**config.mk**
```make
export PLATFORM = sky130hd
export DESIGN_NAME = opctrl_vc_flat
export DESIGN_NICKNAME = d
export VERILOG_FILES = /design/src/rtl/noc_pkg.sv /design/src/rtl/opctrl_vc_if.sv /design/src/rtl/vc_fifo.sv /design/src/rtl/opctrl_vc.sv /design/src/flat_wrapper.sv
export SDC_FILE = /design/constraint.sdc
export NUM_CORES = 1
export LEC_CHECK = 0
export BUFFER_PORTS_ARGS = -buffer_cell sky130_fd_sc_hd__buf_4
export CAP_MARGIN = 20
export CORE_MARGIN = 8
export CORE_UTILIZATION = 53
export CTS_BUF_LIST = sky130_fd_sc_hd__clkbuf_8 sky130_fd_sc_hd__clkbuf_16
export CTS_CLUSTER_DIAMETER = 80
export DETAILED_ROUTE_END_ITERATION = 8
export PLACE_DENSITY = 0.8
export SKIP_LAST_GASP = 1
export SYNTH_ARGS = -nofsm -noshare
export SYNTH_HDL_FRONTEND = slang
export SYNTH_SLANG_ARGS = --single-unit
```
**constraint.sdc**
```tcl
create_clock -name clk -period 6.26 [get_ports clk]
set_input_delay 1.252 -clock clk [delete_from_list [all_inputs] [get_ports clk]]
set_output_delay 1.252 -clock clk [all_outputs]
set_load 0.02 [all_outputs]
```
**src/rtl/noc_pkg.sv**
```systemverilog
// rtl/noc_pkg.sv - shared NoC constants: direction indices, direction count, flit width
package noc_pkg;

  localparam int NUM_DIR = 5;

  localparam int DIR_PE = 0;
  localparam int DIR_S  = 1;
  localparam int DIR_N  = 2;
  localparam int DIR_E  = 3;
  localparam int DIR_W  = 4;

  localparam int FLIT_W = 64;

  // Pointer width for a circular buffer of the given depth (at least one bit).
  function automatic int ptr_width(input int depth);
    return (depth > 1) ? $clog2(depth) : 1;
  endfunction

endpackage

```
**src/rtl/opctrl_vc_if.sv**
```systemverilog
// rtl/opctrl_vc_if.sv - output controller bus: grant/flit inputs, clear strobes, outgoing flit and status
interface opctrl_vc_if
  import noc_pkg::*;
#(
  parameter int DATA_W   = FLIT_W,
  parameter int NUM_IN   = NUM_DIR,
  parameter int VC_DEPTH = 2
);

  localparam int CNT_W = $clog2(VC_DEPTH + 1);

  logic                     polarity;
  logic [NUM_IN-1:0]        grant;
  logic [NUM_IN*DATA_W-1:0] data_in;
  logic                     receive_output;
  logic [DATA_W-1:0]        data_out;
  logic                     send_output;
  logic                     empty;
  logic [NUM_IN-1:0]        clear;
  logic [CNT_W-1:0]         occ_even;
  logic [CNT_W-1:0]         occ_odd;
  logic                     grant_err;

  modport master (
    output polarity, grant, data_in, receive_output,
    input  data_out, send_output, empty, clear, occ_even, occ_odd, grant_err
  );

  modport slave (
    input  polarity, grant, data_in, receive_output,
    output data_out, send_output, empty, clear, occ_even, occ_odd, grant_err
  );

endinterface

```
**src/rtl/vc_fifo.sv**
```systemverilog
// rtl/vc_fifo.sv - DATA_W x DEPTH circular buffer with push/pop, occupancy count and full/empty
module vc_fifo
  import noc_pkg::*;
#(
  parameter int DATA_W = FLIT_W,
  parameter int DEPTH  = 2,
  parameter int CNT_W  = $clog2(DEPTH + 1)
) (
  input  logic              clk,
  input  logic              reset,
  input  logic              push,
  input  logic [DATA_W-1:0] push_data,
  input  logic              pop,
  output logic [DATA_W-1:0] head,
  output logic [CNT_W-1:0]  count,
  output logic              full,
  output logic              empty
);

  localparam int PTR_W = ptr_width(DEPTH);
  localparam logic [PTR_W-1:0] LAST_IDX = PTR_W'(DEPTH - 1);
  localparam logic [CNT_W-1:0] FULL_CNT = CNT_W'(DEPTH);

  logic [DATA_W-1:0] mem_q [DEPTH];
  logic [PTR_W-1:0]  wr_ptr_q, wr_ptr_d;
  logic [PTR_W-1:0]  rd_ptr_q, rd_ptr_d;
  logic [CNT_W-1:0]  count_q, count_d;
  logic              do_push, do_pop;

  assign full    = (count_q == FULL_CNT);
  assign empty   = (count_q == '0);
  assign do_push = push && !full;
  assign do_pop  = pop && !empty;
  assign head    = mem_q[rd_ptr_q];
  assign count   = count_q;

  // Next pointers wrap at DEPTH-1 so non-power-of-two depths work; count tracks push/pop.
  always_comb begin
    wr_ptr_d = wr_ptr_q;
    rd_ptr_d = rd_ptr_q;
    count_d  = count_q;
    if (do_push) begin
      wr_ptr_d = (wr_ptr_q == LAST_IDX) ? '0 : wr_ptr_q + 1'b1;
    end
    if (do_pop) begin
      rd_ptr_d = (rd_ptr_q == LAST_IDX) ? '0 : rd_ptr_q + 1'b1;
    end
    case ({do_push, do_pop})
      2'b10:   count_d = count_q + 1'b1;
      2'b01:   count_d = count_q - 1'b1;
      default: count_d = count_q;
    endcase
  end

  // Pointer and count state; reset returns the buffer to empty.
  always_ff @(posedge clk) begin
    if (!reset) begin
      wr_ptr_q <= '0;
      rd_ptr_q <= '0;
      count_q  <= '0;
    end else begin
      wr_ptr_q <= wr_ptr_d;
      rd_ptr_q <= rd_ptr_d;
      count_q  <= count_d;
    end
  end

  // Flit storage is deliberately not reset; stale entries are unreachable once pointers clear.
  always_ff @(posedge clk) begin
    if (do_push) begin
      mem_q[wr_ptr_q] <= push_data;
    end
  end

endmodule

```
**src/rtl/opctrl_vc.sv**
```systemverilog
// rtl/opctrl_vc.sv - two-polarity VC output controller; OPCTRL_GRANT_CHECK_EN rejects multi-bit grants
module opctrl_vc
  import noc_pkg::*;
#(
  parameter int DATA_W   = FLIT_W,
  parameter int NUM_IN   = NUM_DIR,
  parameter int VC_DEPTH = 2
) (
  input  logic           clk,
  input  logic           reset,
  opctrl_vc_if.slave     bus
);

  localparam int CNT_W = $clog2(VC_DEPTH + 1);

  logic              wvc, rvc;
  logic [NUM_IN-1:0] gsel;
  logic              push, pop;
  logic [DATA_W-1:0] push_data;

  logic [1:0]        vc_push, vc_pop, vc_full, vc_empty;
  logic [DATA_W-1:0] vc_head  [2];
  logic [CNT_W-1:0]  vc_count [2];

  logic [DATA_W-1:0] data_out_q, data_out_d;
  logic              send_output_q, send_output_d;

  // The polarity VC being written is never the one being read.
  assign wvc = bus.polarity;
  assign rvc = ~bus.polarity;

`ifdef OPCTRL_GRANT_CHECK_EN
  logic grant_multi;
  logic grant_err_q, grant_err_d;

  assign grant_multi = (bus.grant & (bus.grant - NUM_IN'(1))) != '0;
  assign gsel        = grant_multi ? '0 : bus.grant;

  // Sticky flag: any multi-bit grant is remembered until reset.
  always_comb begin
    grant_err_d = grant_err_q | grant_multi;
  end

  // Error flag register.
  always_ff @(posedge clk) begin
    if (!reset) begin
      grant_err_q <= 1'b0;
    end else begin
      grant_err_q <= grant_err_d;
    end
  end

  assign bus.grant_err = grant_err_q;

`ifndef SYNTHESIS
  // Simulation notice when an illegal grant is rejected.
  always @(posedge clk) begin
    if (reset && grant_multi) begin
      $display("opctrl_vc: multi-bit grant %b rejected", bus.grant);
    end
  end
`endif
`else
  // Isolate the lowest set bit so an accidental multi-bit grant still serves one input.
  assign gsel          = bus.grant & (~bus.grant + NUM_IN'(1));
  assign bus.grant_err = 1'b0;
`endif

  assign push = (|gsel) && !vc_full[wvc];
  assign pop  = bus.receive_output && !vc_empty[rvc];

  // Select the granted input slice for the write VC.
  always_comb begin
    push_data = '0;
    for (int i = 0; i < NUM_IN; i++) begin
      if (gsel[i]) begin
        push_data = bus.data_in[i*DATA_W +: DATA_W];
      end
    end
  end

  // Route push/pop to the VC matching the current polarity.
  always_comb begin
    vc_push = '0;
    vc_pop  = '0;
    vc_push[wvc] = push;
    vc_pop[rvc]  = pop;
  end

  for (genvar v = 0; v < 2; v++) begin : g_vc
    vc_fifo #(
      .DATA_W (DATA_W),
      .DEPTH  (VC_DEPTH),
      .CNT_W  (CNT_W)
    ) u_vc (
      .clk       (clk),
      .reset     (reset),
      .push      (vc_push[v]),
      .push_data (push_data),
      .pop       (vc_pop[v]),
      .head      (vc_head[v]),
      .count     (vc_count[v]),
      .full      (vc_full[v]),
      .empty     (vc_empty[v])
    );
  end

  // Outgoing flit holds its last value whenever nothing is sent.
  always_comb begin
    data_out_d    = pop ? vc_head[rvc] : data_out_q;
    send_output_d = pop;
  end

  // Registered output stage.
  always_ff @(posedge clk) begin
    if (!reset) begin
      data_out_q    <= '0;
      send_output_q <= 1'b0;
    end else begin
      data_out_q    <= data_out_d;
      send_output_q <= send_output_d;
    end
  end

  assign bus.data_out    = data_out_q;
  assign bus.send_output = send_output_q;
  assign bus.clear       = push ? gsel : '0;
  assign bus.empty       = !vc_full[wvc];
  assign bus.occ_even    = vc_count[0];
  assign bus.occ_odd     = vc_count[1];

endmodule

```
**src/flat_wrapper.sv**
```systemverilog
// flat-port wrapper written by rule: the top's interface ports become plain ports
module opctrl_vc_flat import noc_pkg::*;
#(
  parameter int DATA_W   = FLIT_W,
  parameter int NUM_IN   = NUM_DIR,
  parameter int VC_DEPTH = 2
)
  (clk, reset, bus_polarity, bus_grant, bus_data_in, bus_receive_output, bus_data_out, bus_send_output, bus_empty, bus_clear, bus_occ_even, bus_occ_odd, bus_grant_err);
  opctrl_vc_if #(.DATA_W(DATA_W), .NUM_IN(NUM_IN), .VC_DEPTH(VC_DEPTH)) bus_i ();
  input  logic clk;
  input  logic reset;
  input wire logic [$bits(bus_i.polarity)-1:0] bus_polarity;
  input wire logic [$bits(bus_i.grant)-1:0] bus_grant;
  input wire logic [$bits(bus_i.data_in)-1:0] bus_data_in;
  input wire logic [$bits(bus_i.receive_output)-1:0] bus_receive_output;
  output wire logic [$bits(bus_i.data_out)-1:0] bus_data_out;
  output wire logic [$bits(bus_i.send_output)-1:0] bus_send_output;
  output wire logic [$bits(bus_i.empty)-1:0] bus_empty;
  output wire logic [$bits(bus_i.clear)-1:0] bus_clear;
  output wire logic [$bits(bus_i.occ_even)-1:0] bus_occ_even;
  output wire logic [$bits(bus_i.occ_odd)-1:0] bus_occ_odd;
  output wire logic [$bits(bus_i.grant_err)-1:0] bus_grant_err;
  assign bus_i.polarity = bus_polarity;
  assign bus_i.grant = bus_grant;
  assign bus_i.data_in = bus_data_in;
  assign bus_i.receive_output = bus_receive_output;
  assign bus_data_out = bus_i.data_out;
  assign bus_send_output = bus_i.send_output;
  assign bus_empty = bus_i.empty;
  assign bus_clear = bus_i.clear;
  assign bus_occ_even = bus_i.occ_even;
  assign bus_occ_odd = bus_i.occ_odd;
  assign bus_grant_err = bus_i.grant_err;
  opctrl_vc #(.DATA_W(DATA_W), .NUM_IN(NUM_IN), .VC_DEPTH(VC_DEPTH)) u_core (.clk(clk), .reset(reset), .bus(bus_i));
endmodule
```
* Yosys cells after proc, flatten, opt, wreduce, memory -nomap -nowiden
Memory sizes are Yosys's and may differ from the RTL's. A register that Yosys moved wholly into a read port is not among the register bits.
Cells that the tools add are included.
** Cells by class
- $add $sub $neg :: 9
- Magnitude comparators :: 5
- Eq/ne operators :: 6
- Mux-type cells :: 31
- Bitwise operators :: 6
- Reductions and logical operators :: 19
** Operators by type and width (count)
- $mux W64 :: 8
- $mux W1 :: 18
- $eq A2 B2 Y1 const B :: 4
- $logic_and A1 B1 Y1 :: 8
- $pmux W2 S2 :: 2
- $logic_not A1 Y1 :: 6
- $add A5 B1 Y5 const B :: 1
- $and A5 B5 Y5 :: 1
- $mux W5 :: 1
- $not A5 Y5 :: 1
- $reduce_or A5 Y1 :: 1
- $add A1 B1 Y1 const B :: 4
- $add A2 B1 Y2 const B :: 2
- $and A2 B2 Y2 :: 2
- $eq A2 B1 Y1 const B :: 2
- $logic_not A2 Y1 :: 2
- $lt A1 B2 Y1 const B :: 2
- $reduce_bool A2 Y1 :: 2
- $sub A2 B1 Y2 const B :: 2
- $demux W1 S1 :: 2
- $ge A1 B1 Y1 const B :: 2
- $ge A2 B2 Y1 const B :: 1
- $not A1 Y2 :: 1
- $not A1 Y1 :: 1
** Storage, ports and cells
- Bits in registers :: 73
- Memory bits (writable) :: 256
- Input bits :: 329
- Output and inout port bits :: 76
- Memories :: 2
** Memory list
- u_core.g_vc[0].u_vc.mem_q :: depth 2, bits a word 64, read ports 1, clocked after memory_dff 1, wr ports 1, RTL line vc_fifo.sv:24 : logic [DATA_W-1:0] mem_q [DEPTH];
- u_core.g_vc[1].u_vc.mem_q :: depth 2, bits a word 64, read ports 1, clocked after memory_dff 1, wr ports 1, RTL line vc_fifo.sv:24

* Depth between registers and ports, before layout
- Depth in word-level cells :: 9
- Depth in mapped cells :: 9

* Hierarchy
A second synthesis with hierarchy kept.
** Unflattened totals
- Cells, all modules :: 1368
- Area, all modules :: 17471.8 µm²
** By module, submodules not included
- vc_fifo :: times used 2, cells an instance 225, area each 4835.9 µm², seq. area each 3943.8 µm²
- opctrl_vc :: times used 1, cells an instance 918, area each 7800.0 µm², seq. area each 1301.2 µm²

* Worst setup path before layout
No wires, ideal clock.
- Kind :: input-to-reg
- From :: input bus_grant[0]
- To :: memory u_core.g_vc[0].u_vc.mem_q[0][0] (netlist name), enable pin
- Library setup time :: 0.487 ns
- Data arrival time :: 4.540 ns
- Path slack :: 1.233 ns
- Stages on the path :: 5
- Buffers on the path :: 1
- Cells stage by stage :: buf_2 or4_1 o211a_1 inv_1 nor2_1
** On the way
- Longest elaborated chain between the ends :: 9
** RTL lines
- start, declared :: RTL line flat_wrapper.sv:13 : input wire logic [$bits(bus_i.grant)-1:0] bus_grant;
- $not A5 Y5 :: RTL line opctrl_vc.sv:65 : assign gsel = bus.grant & (~bus.grant + NUM_IN'(1));
- $add A5 B1 Y5 :: RTL line opctrl_vc.sv:65
- $and A5 B5 Y5 * :: RTL line opctrl_vc.sv:65
- $reduce_or A5 Y1 * :: RTL line opctrl_vc.sv:69 : assign push = (|gsel) && !vc_full[wvc];
- $logic_and A1 B1 Y1 * :: RTL line opctrl_vc.sv:69
- $and A2 B2 Y2 (no source line) *
- $logic_and A1 B1 Y1 * :: RTL line vc_fifo.sv:32 : assign do_push = push && !full;
- $mux W1 * :: RTL line vc_fifo.sv:70 : if (do_push) begin
- $mux W1 (implied by the code) * :: RTL line vc_fifo.sv:71 : mem_q[wr_ptr_q] <= push_data;
- end, declared :: RTL line vc_fifo.sv:24
Mark *: on every way between the ends. The rest lies on a longest branch, timed or not.

* Final worst setup path
- From :: input bus_grant[2]
- To :: output bus_clear[2]
** On the way
- Longest elaborated chain between the ends :: 6
** RTL lines
- $not A5 Y5 :: RTL line opctrl_vc.sv:65
- $add A5 B1 Y5 :: RTL line opctrl_vc.sv:65
- $and A5 B5 Y5 * :: RTL line opctrl_vc.sv:65
- $reduce_or A5 Y1 :: RTL line opctrl_vc.sv:69
- $logic_and A1 B1 Y1 :: RTL line opctrl_vc.sv:69
- $mux W5 * :: RTL line opctrl_vc.sv:127 : assign bus.clear = push ? gsel : '0;
- end, declared :: RTL line flat_wrapper.sv:19 : output wire logic [$bits(bus_i.clear)-1:0] bus_clear;
Marks and branches as above.

==> flow_summary.ini <==
[status]
outcome = completed

[global_routing]
gr-total-overflow = 0
initial_antenna_violation_count = 0
grt_start_max_net_pins = 88
grt_pass1_vias = 12000
grt_first_pass_wirelength_um = 68900
globalRouteTotalUtil_pct = 25.6

[route]
route.vias.total = 11900
drt-wirelength-per-cell_um = 24.3
drtPass1Iterations = 5
avgViaCountPerCell = 6.24
drt-total-wl_um = 46100
ant_nets = 0
drtIter0Drc = 1146
route.detailed.drc = 0

[setup_path]
cp-start-kind = primary input
r2r-start = u_core.g_vc[1].u_vc.count[0]
critical_path.max_fanout = 68
critPathMaxStageDelay_ns = 0.65
crit_path_frequent_cell = sky130_fd_sc_hd__buf_4
timing_worst_setup_path_type = in2out
worst_path_max_delay_cell = sky130_fd_sc_hd__buf_4
cp_data_required_time_ns = 5.01
setup.reg_to_reg.worst_slack_ns = 3.45
reg2reg_to = u_core.bus.data_out[28]
kind_of_end_point_of_the_critical_path = output pin
crit_path_cell_trace = buf_4 > nor4b_1 > buf_4
rr_worst_depth = 5
cp_data_arrival_time_ns = 2.41

[sta]
rsz0062_at_grt = false
worst_slew_pin_slew_ns = 1.07
finalSetupViolations = 0
setup_total_neg_slack_ns = 0
max_freq_mhz = 273
fin_skew_ns = 0.0177
period_minus_slack_ns = 3.66
report.final.hold_viol_count = 0
maxSlewViolCount = 0
period_share_pct = 58.5
slew_headroom_pct = 28.9
fin_hold_ws_ns = 0.504

[floorplanning]
floorplan.die.width_um = 186
coreArea_mm2 = 0.0285
start_util_pct = 53.6
fp_rows = 62
pin_count = 405
floorplan.die_area_mm2 = 0.0346
vert_die_dim_um = 186

[synthesis]
synth.yosys.seq_area_share_pct = 60.1
synthesis.instances = 1162
synth_area_leaders = sky130_fd_sc_hd__edfxtp_1 (50%), sky130_fd_sc_hd__dfxtp_1 (9.8%), sky130_fd_sc_hd__mux2i_1 (8.5%)
netlist-cell-type-count = 36
postSynthNetCount = 1493
synthesis.yosys.warnings = 0
avgSynthCellArea_um2 = 13.2
synth.largest_area_cell = sky130_fd_sc_hd__edfxtp_1
yosys_reg_bits = 331
syn-cell-area_mm2 = 0.0153
synthDominantCellAreaShare_pct = 50.2

[cts]
worst_setup_hold_path_clk_slew_ns = 0.06
tritoncts = done
holdBufCountCts = 0
inserted_clock_buffers = 31
cts_max_path_buffers = 3
clock_latency_ns = 0.56
ctsHtreeMaxLevel = 1
cts.sinks = 331
postCtsResizedCells = 0
clk_root_buffer_cell = sky130_fd_sc_hd__clkbuf_16
cts_setup_buffers = 0

[place]
dpl.hpwl_um = 29400
place_congestion = 0.887
port_buffers = 403

[layout]
fraction_of_final_layout_cells_sized_beyond_drive_strength_1_pct = 32.4
layout.cells.most_common_list = sky130_fd_sc_hd__buf_4 (421), sky130_fd_sc_hd__edfxtp_1 (256), sky130_fd_sc_hd__a21oi_1 (132), sky130_fd_sc_hd__mux2i_1 (130), sky130_fd_sc_hd__dfxtp_1 (73)
num-nets-final = 1820
fillCellCount = 2062
most_common_cell_after_layout_fill_and_taps_aside = sky130_fd_sc_hd__buf_4
synthToLayoutAreaGrowth_pct = 28.0

[pwr]
total_power_mw = 6.15
p_leak_nw = 7.04
ir_drop_uv = 239
power.density_mw_per_mm2 = 314

[min_path]
min-delay-path-class = reg2reg
worstHoldEndpoint = u_core.g_vc[0].u_vc.rd_ptr_q
hold_depth = 2
hp-start = u_core.g_vc[0].u_vc.rd_ptr_q

[job]
maxCapViolations = 0
[state kept, by name, indices dropped and copies added (netlist names), named ones only]
name	count
u_core.g_vc.u_vc.mem_q	256
u_core.bus.data_out	64
u_core.g_vc.u_vc.count	4
u_core.g_vc.u_vc.rd_ptr_q	2
u_core.g_vc.u_vc.wr_ptr_q	2
u_core.bus.send_output	1
[cells in the mapped netlist, drive strengths merged]
cell type  number
a31oi           3
o21ai           4
buf            56
a21oi         132
nand2           7
o32a           64
nor4            1
xor2            3
nand2b          3
clkbuf         72
nor4b           2
nor2           11
a22o           61
conb            1
nor3            3
nand3b         65
edfxtp        256
inv             9
o22a           61
and2            1
or4             1
nor3b           1
a2bb2oi        61
o2bb2ai         3
mux2i         130
o211a           2
o221ai          1
ha              2
o21a            1
o211ai         65
xnor2           2
or3             3
dfxtp          75
[cell type report]
type	instances	area (um^2)	share of cell area, %
antenna	1	2.50	0.0128
inverter	9	33.8	0.173
timing repair buffer	422	3180	16.2
tap	384	480	2.45
sequential	331	9200	47.0
clock buffer	37	858	4.38
clock inverter	21	238	1.21
multi-input combinational	694	5590	28.6
[how the worst max path moves through the flow]
stage / start / endpoint / slack [ns]
6_report: bus_grant[2] / bus_clear[2] / 2.60
5_1_grt: bus_grant[2] / bus_clear[2] / 2.52
4_1_cts: bus_grant[2] / bus_clear[2] / 2.62
3_5_place_dp: bus_grant[0] / u_core.g_vc[1].u_vc.mem_q[0][63] / 2.20
3_3_place_gp: bus_grant[0] / u_core.g_vc[1].u_vc.mem_q[0][61] / 2.23
2_1_floorplan: bus_grant[0] / u_core.g_vc[0].u_vc.mem_q[0][0] / 1.23
[metal layers]
metal	wire length, um	track usage, %
met4	1440	8.45
met2	22900	44.0
met5	0	0
met3	3880	4.61
met1	17900	32.3
[logic make-up after synthesis]
group	count (synthesis)	synth area share (%)
mux	130	8.51
other cells	1	0.0245
compound gates	458	22.9
flops	331	60.1
simple gates	98	4.37
xor+xnor	5	0.286
fa+ha+maj	2	0.164
buf+inv	137	3.71
[worst max-delay path, delay by kind of cell]
kind          cells  cell delay, ns
buf+inv           2            0.85
simple gates      1            0.31
[power breakdown]
| group | switching [mW] | internal (mW) |
|---|---|---|
| Combinational | 0.792 | 0.555 |
| Clock | 0.785 | 1.18 |
| Sequential | 0.133 | 2.70 |
[stage by stage]
stage | std cells | instance area [um^2] | worst slack (ns) | utilization [%]
after floorplan | 1162 | 15300 | 1.23 | -
after global placement | 1840 | 18500 | 2.23 | 64.7
after CTS | 1898 | 19600 | 2.62 | 68.6
after detailed placement | 1840 | 18500 | 2.20 | 64.7
final | 1899 | 19600 | 2.60 | 68.6
after global routing | 1898 | 19600 | 2.52 | 68.6
Power figures use the tool's default switching activity.
